## src/rtl/regfile_wb_arbiter_if.sv

```systemverilog
// rtl/regfile_wb_arbiter_if.sv - writeback requesters and register-file write port bundle
// The arbiter uses the slave view; a requester/register-file side uses master.
interface regfile_wb_arbiter_if #(
   parameter int REG_WIDTH = 32,
   parameter int RD_W      = 5
);
   logic                 req0_valid;
   logic                 req0_ready;
   logic [RD_W-1:0]      req0_rd;
   logic [REG_WIDTH-1:0] req0_data;
   logic                 req1_valid;
   logic                 req1_ready;
   logic [RD_W-1:0]      req1_rd;
   logic [REG_WIDTH-1:0] req1_data;
   logic [RD_W-1:0]      rf_rd;
   logic [REG_WIDTH-1:0] rf_rd_din;
   logic                 rf_reg_write;
   logic                 init_busy;

   modport master (
      output req0_valid, req0_rd, req0_data,
      output req1_valid, req1_rd, req1_data,
      input  req0_ready, req1_ready,
      input  rf_rd, rf_rd_din, rf_reg_write, init_busy
   );

   modport slave (
      input  req0_valid, req0_rd, req0_data,
      input  req1_valid, req1_rd, req1_data,
      output req0_ready, req1_ready,
      output rf_rd, rf_rd_din, rf_reg_write, init_busy
   );
endinterface

```

## src/rtl/regfile_wb_arbiter.sv

```systemverilog
// rtl/regfile_wb_arbiter.sv - two-channel writeback arbiter and zero-init sweep for the regfile
// Optional ch1 starvation guard: REGFILE_WB_ARB_STARVE_GUARD_EN.
module regfile_wb_arbiter #(
   parameter int REG_WIDTH = 32,
   parameter int NUM_REGS  = 32,
   parameter int MAX_WAIT  = 4
) (
   input  logic                 clk,
   input  logic                 rst,
   regfile_wb_arbiter_if.slave  bus
);
   localparam int RD_W = $clog2(NUM_REGS);
   localparam logic [RD_W-1:0] LAST_IDX = RD_W'(NUM_REGS - 1);

   typedef enum logic {
      INIT = 1'b0,
      RUN  = 1'b1
   } state_t;

   state_t               state;
   state_t               state_next;
   logic [RD_W-1:0]      idx;
   logic [RD_W-1:0]      idx_next;
   logic [RD_W-1:0]      rd_q;
   logic [RD_W-1:0]      rd_next;
   logic [REG_WIDTH-1:0] din_q;
   logic [REG_WIDTH-1:0] din_next;
   logic                 we_q;
   logic                 we_next;
   logic                 busy_q;
   logic                 busy_next;
   logic                 ready0;
   logic                 ready1;
   logic                 force1;
   logic                 run_en;

   if (MAX_WAIT < 1) begin : g_max_wait_out_of_range
   end

   // Grants open only once init_busy has dropped, one cycle after the last sweep write.
   assign run_en = (state == RUN) & ~busy_q;

`ifdef REGFILE_WB_ARB_STARVE_GUARD_EN
   localparam int WC_W = $clog2(MAX_WAIT + 1);
   localparam logic [WC_W-1:0] WAIT_MAX = WC_W'(MAX_WAIT);

   logic [WC_W-1:0] wait_cnt;
   logic [WC_W-1:0] wait_next;

   assign force1 = (wait_cnt == WAIT_MAX) & bus.req1_valid;

   always_comb begin
      wait_next = wait_cnt;
      if (run_en) begin
         if (bus.req1_valid && !ready1) begin
            if (wait_cnt != WAIT_MAX) begin
               wait_next = wait_cnt + WC_W'(1);
            end
         end else begin
            wait_next = '0;
         end
      end
   end

   always_ff @(posedge clk) begin
      if (rst) begin
         wait_cnt <= '0;
      end else begin
         wait_cnt <= wait_next;
      end
   end
`else
   assign force1 = 1'b0;
`endif

   always_comb begin
      state_next = state;
      idx_next   = idx;
      rd_next    = rd_q;
      din_next   = din_q;
      we_next    = 1'b0;
      busy_next  = (state == INIT);
      ready0     = 1'b0;
      ready1     = 1'b0;
      case (state)
         INIT: begin
            rd_next  = idx;
            din_next = '0;
            we_next  = 1'b1;
            idx_next = idx + RD_W'(1);
            if (idx == LAST_IDX) begin
               state_next = RUN;
               idx_next   = '0;
            end
         end
         RUN: begin
            if (run_en) begin
               ready0 = bus.req0_valid & ~force1;
               ready1 = bus.req1_valid & (~bus.req0_valid | force1);
            end
            // Writes to x0 are accepted and consumed but never reach the regfile.
            if (ready0) begin
               rd_next  = bus.req0_rd;
               din_next = bus.req0_data;
               we_next  = (bus.req0_rd != '0);
            end else if (ready1) begin
               rd_next  = bus.req1_rd;
               din_next = bus.req1_data;
               we_next  = (bus.req1_rd != '0);
            end
         end
         default: begin
            state_next = INIT;
            idx_next   = '0;
         end
      endcase
   end

   always_ff @(posedge clk) begin
      if (rst) begin
         state  <= INIT;
         idx    <= '0;
         rd_q   <= '0;
         din_q  <= '0;
         we_q   <= 1'b0;
         busy_q <= 1'b1;
      end else begin
         state  <= state_next;
         idx    <= idx_next;
         rd_q   <= rd_next;
         din_q  <= din_next;
         we_q   <= we_next;
         busy_q <= busy_next;
      end
   end

   assign bus.req0_ready   = ready0;
   assign bus.req1_ready   = ready1;
   assign bus.rf_rd        = rd_q;
   assign bus.rf_rd_din    = din_q;
   assign bus.rf_reg_write = we_q;
   assign bus.init_busy    = busy_q;
endmodule

```

## src/flat_wrapper.sv

```systemverilog
// flat-port wrapper written by rule: the top's interface ports become plain ports
module regfile_wb_arbiter_flat 
#(
   parameter int REG_WIDTH = 32,
   parameter int NUM_REGS  = 32,
   parameter int MAX_WAIT  = 4
)
  (clk, rst, bus_req0_valid, bus_req0_rd, bus_req0_data, bus_req1_valid, bus_req1_rd, bus_req1_data, bus_req0_ready, bus_req1_ready, bus_rf_rd, bus_rf_rd_din, bus_rf_reg_write, bus_init_busy);
  regfile_wb_arbiter_if #(.REG_WIDTH(REG_WIDTH), .RD_W(5)) bus_i ();
  input  logic clk;
  input  logic rst;
  input wire logic [$bits(bus_i.req0_valid)-1:0] bus_req0_valid;
  input wire logic [$bits(bus_i.req0_rd)-1:0] bus_req0_rd;
  input wire logic [$bits(bus_i.req0_data)-1:0] bus_req0_data;
  input wire logic [$bits(bus_i.req1_valid)-1:0] bus_req1_valid;
  input wire logic [$bits(bus_i.req1_rd)-1:0] bus_req1_rd;
  input wire logic [$bits(bus_i.req1_data)-1:0] bus_req1_data;
  output wire logic [$bits(bus_i.req0_ready)-1:0] bus_req0_ready;
  output wire logic [$bits(bus_i.req1_ready)-1:0] bus_req1_ready;
  output wire logic [$bits(bus_i.rf_rd)-1:0] bus_rf_rd;
  output wire logic [$bits(bus_i.rf_rd_din)-1:0] bus_rf_rd_din;
  output wire logic [$bits(bus_i.rf_reg_write)-1:0] bus_rf_reg_write;
  output wire logic [$bits(bus_i.init_busy)-1:0] bus_init_busy;
  assign bus_i.req0_valid = bus_req0_valid;
  assign bus_i.req0_rd = bus_req0_rd;
  assign bus_i.req0_data = bus_req0_data;
  assign bus_i.req1_valid = bus_req1_valid;
  assign bus_i.req1_rd = bus_req1_rd;
  assign bus_i.req1_data = bus_req1_data;
  assign bus_req0_ready = bus_i.req0_ready;
  assign bus_req1_ready = bus_i.req1_ready;
  assign bus_rf_rd = bus_i.rf_rd;
  assign bus_rf_rd_din = bus_i.rf_rd_din;
  assign bus_rf_reg_write = bus_i.rf_reg_write;
  assign bus_init_busy = bus_i.init_busy;
  regfile_wb_arbiter #(.REG_WIDTH(REG_WIDTH), .NUM_REGS(NUM_REGS), .MAX_WAIT(MAX_WAIT)) u_core (.clk(clk), .rst(rst), .bus(bus_i));
endmodule
```

## config.mk

```make
export PLATFORM = sky130hd
export DESIGN_NAME = regfile_wb_arbiter_flat
export DESIGN_NICKNAME = d
export VERILOG_FILES = /design/src/rtl/regfile_wb_arbiter_if.sv /design/src/rtl/regfile_wb_arbiter.sv /design/src/flat_wrapper.sv
export SDC_FILE = /design/constraint.sdc
export NUM_CORES = 1
export LEC_CHECK = 0
export ABC_AREA = 1
export CORE_MARGIN = 2
export CORE_UTILIZATION = 25
export CTS_CLUSTER_DIAMETER = 60
export CTS_CLUSTER_SIZE = 28
export DETAILED_ROUTE_END_ITERATION = 8
export PLACE_DENSITY_LB_ADDON = 0.15
export SETUP_SLACK_MARGIN = 0.3
export SLEW_MARGIN = 20
export SYNTH_ARGS = -nofsm -noshare
export SYNTH_HDL_FRONTEND = slang
export SYNTH_SLANG_ARGS = --single-unit
```

## constraint.sdc

```tcl
create_clock -name clk -period 1.5 [get_ports clk]
set_input_delay 0.3 -clock clk [delete_from_list [all_inputs] [get_ports clk]]
set_output_delay 0.3 -clock clk [all_outputs]
set_load 0.02 [all_outputs]
```

==> run metrics, run 1 <==
largest net degree at the start of global routing 40; Fin. Hold Viols 0; critical-path cell list buf_8 -> inv_4 -> nor2_4 -> o21ai_4 -> clkbuf_16 -> nand3_1 -> a21oi_2; total die area 10600 um2; CP max stage cell dfxtp_4; outcome completed; CP arrival 1.51 ns; clock-pin slew on the worst setup and hold paths 0.08 ns; maxcap violations 0; Netlist cell types 22; syn_area_per_cell 6.27 um2; vias in the first global route 2675; # DRC 0; startpoint types flip-flop; worst-margin pin slew 0.397 ns; Routed WL per cell 13.0 um; htree depth 2; Hold Crit Class reg -> reg; Final HPWL DP 5.43 mm; P per Cell Area 511 nW/um2; kind of end point of the critical path flip-flop; DIE HEIGHT 103 um; peak supply drop 0.284 mV; first-pass detailed-route iteration total 4; Buf/Inv on CP 3; fin crit share 85.1%; Antenna Violating Nets Remaining 0; worst reg2reg path depth 7; PortBufs 118; core area 9640 um2; Setup Viol. Count Final 0; unrepaired setup endpoints after global routing true; CTS Root Cell clkbuf_8; Critical Path Stages 7; initial drt markers 44; final worst path period need 1.28 ns; crit-path max cell delay 0.37 ns; initial antenna violation count 0; first-pass GRT wire length 12.8 mm; Sum Neg Setup Slack 0 ns; vias post-DR 2891; Post-Syn Area 2460 um2; CTS tree done; Crit Path Class reg -> reg; Mapped Nets 472; Required @ worst endpoint 1.73 ns; sequential area share after synthesis 36.7%; Setup Skew 0.00617 ns; hold slack 0.469 ns; Die Wd 103 um; Via-to-Cell Ratio 4.40; total track usage 15.3%; hold_buf cts 0; Rows 36; n_diodes 0; CP max FO 8; WHS Path Cells 2; Fmax 784 MHz; Yosys warnings 0; final WL 8.55 mm; Post-Syn Instances 392; gr ovfl total 0; Largest delay share family, worst path buffers and inverters; insertion delay to the later sink of the worst-skew pair 0.29 ns; Rel. slew slack 73.5%; starting density of the core 25.5%; RD Place Congestion 0.820; Pwr Total 2.34 mW; clock sink total 45; share of layout cells above drive strength 1 33.8%; static leakage 1.95 nW; CTS Buf Count 5; clock buffer depth 2; Syn-to-layout area delta 86.2%; Nets 603; FF+latch count, synth 45; Top Ports 119; final slew viol count 0
-- tightest hold or removal path, delay by kind of cell (launching register included) --
family,cells,cell delay [ns]
flip-flops,1,0.32
AND/OR/NAND/NOR,1,0.07
AO/OA/AOI/OAI,1,0.04
-- routing by layer --
| layer | vias to the layer above | wire length [um] | track usage, % |
|---|---|---|---|
| li1 | 1474 | - | - |
| met1 | 1341 | 3740 | 18.5 |
| met2 | 67 | 4220 | 26.8 |
| met3 | 9 | 444 | 3.32 |
| met4 | 0 | 147 | 5.16 |
| met5 | - | 0 | 0 |
-- cells in the final DEF (no fill, tap or decap), types with 2 or more instances in the layout --
cell and n:
a21oi_1 5, a21oi_2 28, buf_12 4, buf_16 3, buf_2 37, buf_4 11
buf_6 8, buf_8 4, clkbuf_1 2, clkbuf_16 2, clkbuf_2 2, clkbuf_8 5
clkdlybuf4s50_1 75, dfxtp_1 40, dfxtp_2 4, inv_1 72, inv_2 2, inv_4 3
nand2_1 89, nand2_2 2, nand3_1 20, nand3_2 25, nand3_4 25, nor2_1 30
nor2_4 2, nor3_1 4, o21ai_0 5, o21ai_1 2, o21ai_4 2
-- final timing paths --
check,endpoint,startpoint,slack (ns)
worst max-delay path,u_core.bus.rf_rd_din[17]$_SDFFE_PP0P_,u_core.state$_SDFF_PP0_,0.22
worst min-delay path,u_core.bus.rf_rd_din[19]$_SDFFE_PP0P_,u_core.bus.rf_rd_din[19]$_SDFFE_PP0P_,0.47
worst max register to register,u_core.bus.rf_rd_din[17]$_SDFFE_PP0P_,u_core.state$_SDFF_PP0_,0.22
worst min register to register,u_core.bus.rf_rd_din[19]$_SDFFE_PP0P_,u_core.bus.rf_rd_din[19]$_SDFFE_PP0P_,0.47
-- report_power, final --
group / leakage (nW) / switching [mW] / total, mW / internal [mW]
sequential: 0.365 / 0.00957 / 1.22 / 1.21
clock: 0.0385 / 0.412 / 0.743 / 0.331
combinational: 1.55 / 0.149 / 0.382 / 0.232
-- cell families (layout without fill, tap and decap cells) --
kind of cell	after synthesis	after routing	synth area share [%]
DFF	45	45	36.7
and+or+nand+nor	202	202	35.9
AOI/OAI and AO/OA	43	43	8.91
adders and majority gates	2	2	1.02
buffers and inverters	100	232	17.5
-- stage by stage --
step / area (um2) / worst slack, ns / util, % / instances
after floorplan: 2480 / 0.322 / - / 392
after global placement: 3800 / -0.484 / 39.5 / 633
after detailed placement: 3800 / -0.506 / 39.5 / 633
after CTS: 4120 / 0.191 / 42.7 / 653
after global routing: 4580 / 0.170 / 47.5 / 657
final: 4580 / 0.224 / 47.5 / 657
-- state kept, by name (all words and copies together), names as in the netlist --
name	cells
u_core.bus.rf_rd	5
u_core.state	1
u_core.bus.init_busy	1
u_core.idx	5
u_core.bus.rf_rd_din	32
u_core.bus.rf_reg_write	1
-- synthesized netlist by cell type (all sizes together) --
library cell,number,area (um2)
nand2,92,348
inv,77,289
nand3,70,368
dfxtp,45,901
a21oi,33,165
nor2,33,126
buf,19,126
o21ai,10,53.8
nor3,5,25.0
clkbuf,4,15.0
ha,2,25.0
nand3b,1,7.51
nor3b,1,7.51
-- layout make-up --
cell class                 instances  area (um2)
sequential                        45         910
clock inverter                     1        7.51
multi-input combinational        247        1720
clock buffer                       7        76.3
timing repair buffer             147        1400
inverter                          77         297
fill                            1029        5060
tap                              133         166
-- repair_timing --
action	CTS	global route
cloned	3	3
pin swaps	56	35
gates resized for setup	231	85
endpoints found under the setup margin	86	48
buffers inserted	9	1
No activity file was read; power rests on OpenSTA's default activity.
==> run 2, diff against run 1 <==
CAP_MARGIN = 20   (was not set)
==> results of run 2 <==
Same layout as run 1: the final DEF is identical, and so are final timing and power.
==> run 3, diff against run 2 <==
--- a/constraint.sdc
+++ b/constraint.sdc
@@ -3,2 +3,2 @@
 set_output_delay 0.3 -clock clk [all_outputs]
-set_load 0.02 [all_outputs]
+set_load 0.05 [all_outputs]
==> run 3 against run 2 <==
Sequential power about the same; hold slack got worse by 0.049 ns; largest cell class is now buffers; clock power increased by 13%; critical path type is now reg -> out; maximum frequency decreased by 6.9%; setup slack got worse by 0.095 ns.
==> run metrics, run 3 (same netlist as run 1, synthesis figures left out) <==
clock-pin slew on the worst setup and hold paths 0.09 ns (about the same); CP arrival 1.07 ns (-0.44 ns); Via-to-Cell Ratio 4.31 (-1.9%); CTS tree done; vias post-DR 2826 (-2.2%); Fmax 729 MHz (-6.9%); clock buffer depth 2 (unchanged); Syn-to-layout area delta 90.1%; htree depth 2 (unchanged); Crit Path Class reg -> out; static leakage 2.07 nW (+6.3%); unrepaired setup endpoints after global routing true; gr busiest metal met2; first-pass detailed-route iteration total 4 (unchanged); Setup Viol. Count Final 0 (unchanged); vias in the first global route 2582 (-3.5%); RR Endpoint u_core.bus.rf_rd_din[10]$_SDFFE_PP0P_; Worst Hold Endpoint u_core.bus.rf_rd_din[28]$_SDFFE_PP0P_; outcome completed; clock sink total 45 (unchanged); Rel. slew slack 72.8% (-0.70 points); Final HPWL DP 5.30 mm (-2.3%); worst hold start bus_req0_valid; worst-margin pin slew 0.408 ns (+0.0104 ns); fin crit share 91.4% (+6.3 points); final worst path period need 1.37 ns (+0.0949 ns); Setup Skew 0.00361 ns (-0.00256 ns); Buf/Inv on CP 3 (unchanged); WHS Path Cells 5 (+3); crit-path max cell delay 0.36 ns (about the same); Fin. Hold Viols 0 (unchanged); worst reg2reg path depth 8 (+1); most frequent cells in the layout 90 x nand2_1, 75 x clkdlybuf4s50_1, 72 x inv_1; DIE HEIGHT 103 um (unchanged); CTS Buf Count 5 (unchanged); Global Route met1 Usage 15.4% (-3.1 points); share of layout cells above drive strength 1 20.3% (-13 points); starting density of the core 25.5% (unchanged); CP max stage cell dfxtp_4; critical-path cell list inv_4 -> nand3_4 -> inv_4 -> buf_12; commonest non-fill, non-tap cell in the layout nand2_1; PortBufs 118 (unchanged); total track usage 13.8% (-1.5 points); core area 9640 um2 (unchanged); P per Cell Area 523 nW/um2 (+2.3%); Required @ worst endpoint 1.20 ns (-0.53 ns); Top Ports 119 (unchanged); RD Place Congestion 0.801 (-2.4%); Rows 36 (unchanged); Final Core Density 48.5% (+1.0 points); kind of end point of the critical path primary output; final WL 8.59 mm (+0.51%); maxcap violations 0 (unchanged); DP Cell Count 631 (-0.32%); Most common cell on crit path inv_4; Routed WL per cell 13.1 um (+0.82%); Largest delay share family, worst path flip-flops; startpoint types flip-flop; Nets 601 (-0.33%); n_diodes 0 (unchanged); grt met3 use 4.81% (+1.5 points); final slew viol count 0 (unchanged); GR Util met2 24.7% (-2.1 points); insertion delay to the later sink of the worst-skew pair 0.30 ns (about the same); CTS Root Cell clkbuf_8; largest net degree at the start of global routing 35 (-13%); Layout Cells excl Fill 655 (-0.30%); initial antenna violation count 0 (unchanged); total die area 10600 um2 (unchanged); first-pass GRT wire length 11.6 mm (-9.4%); Antenna Violating Nets Remaining 0 (unchanged); CP max FO 4 (-4); Hold Crit Class in -> reg; initial drt markers 61 (+39%); gr ovfl total 0 (unchanged); # DRC 0 (unchanged); Die Wd 103 um (unchanged); peak supply drop 0.378 mV (+33%); R2R Path Start u_core.bus.init_busy$_SDFF_PP1_; register-to-register path setup slack 0.21 ns (about the same); Largest register FFs 32 (unchanged)
[run 3: changes by cell type in the layout (fill, tap and decap cells not counted), sizes merged]
cell and delta:
clkbuf +2, buf -4, clkinv +1, clkinvlp -1
[run 3: timing repair]
action / in CTS / in global routing
endpoints found under the setup margin: 45 / 45
gates cloned: 0 / 8
buffers inserted: 6 / 2
pin swaps: 8 / 6
resized for setup: 22 / 18
hold buffers: 0 / 0
[run 3: power by group]
group / switching (mW) / total (mW) / internal [mW]
registers: 0.0126 / 1.22 / 1.20
clock network: 0.419 / 0.837 / 0.417
logic: 0.140 / 0.390 / 0.250
[run 3: how the worst max path moves through the flow]
stage                                    start                               endpoint  slack, ns  cells past startpoint
3_3_place_gp                    bus_req0_valid  u_core.bus.rf_rd_din[10]$_SDFFE_PP0P_      -0.17                      7
3_5_place_dp                    bus_req0_valid  u_core.bus.rf_rd_din[21]$_SDFFE_PP0P_      -0.24                      6
4_1_cts        u_core.bus.init_busy$_SDFF_PP1_                         bus_req1_ready       0.14                      4
2_1_floorplan          u_core.state$_SDFF_PP0_     u_core.bus.rf_reg_write$_SDFF_PP0_       0.26                      8
5_1_grt        u_core.bus.init_busy$_SDFF_PP1_                         bus_req0_ready       0.09                      4
6_report       u_core.bus.init_busy$_SDFF_PP1_                         bus_req0_ready       0.13                      4
[run 3: area by class of cell]
type,count,area (um2)
fillers,993,4970
repair buffers,145,1960
multi-input cells,247,1240
flip-flops and latches,45,912
inverters,77,294
well taps,133,166
clock buffers,7,96.3
clock inverters,1,5.00
[run 3: tightest hold or removal path, stage by stage]
cell and delay (ns):
clkbuf_2 0.13, nand3_1 0.10, nand2_1 0.05, nand2_1 0.05
a21oi_1 0.05
[run 3: per-layer routing]
layer,vias to the layer above,routed length (um)
met5,-,0
met1,1274,3770
met2,81,4070
li1,1464,-
met4,0,74
met3,7,680
[run 3: metrics by stage]
step	power, mW	TNS (ns)	instance area, um2	hold WS [ns]	setup WS [ns]
floorplan	1.36	0	2490	0.478	0.262
global placement	1.62	-5.62	4230	0.495	-0.169
detailed placement	1.62	-7.98	4230	0.507	-0.241
CTS	2.46	0	4430	0.522	0.140
global route	2.54	0	4670	0.486	0.0864
finish	2.44	0	4670	0.420	0.129
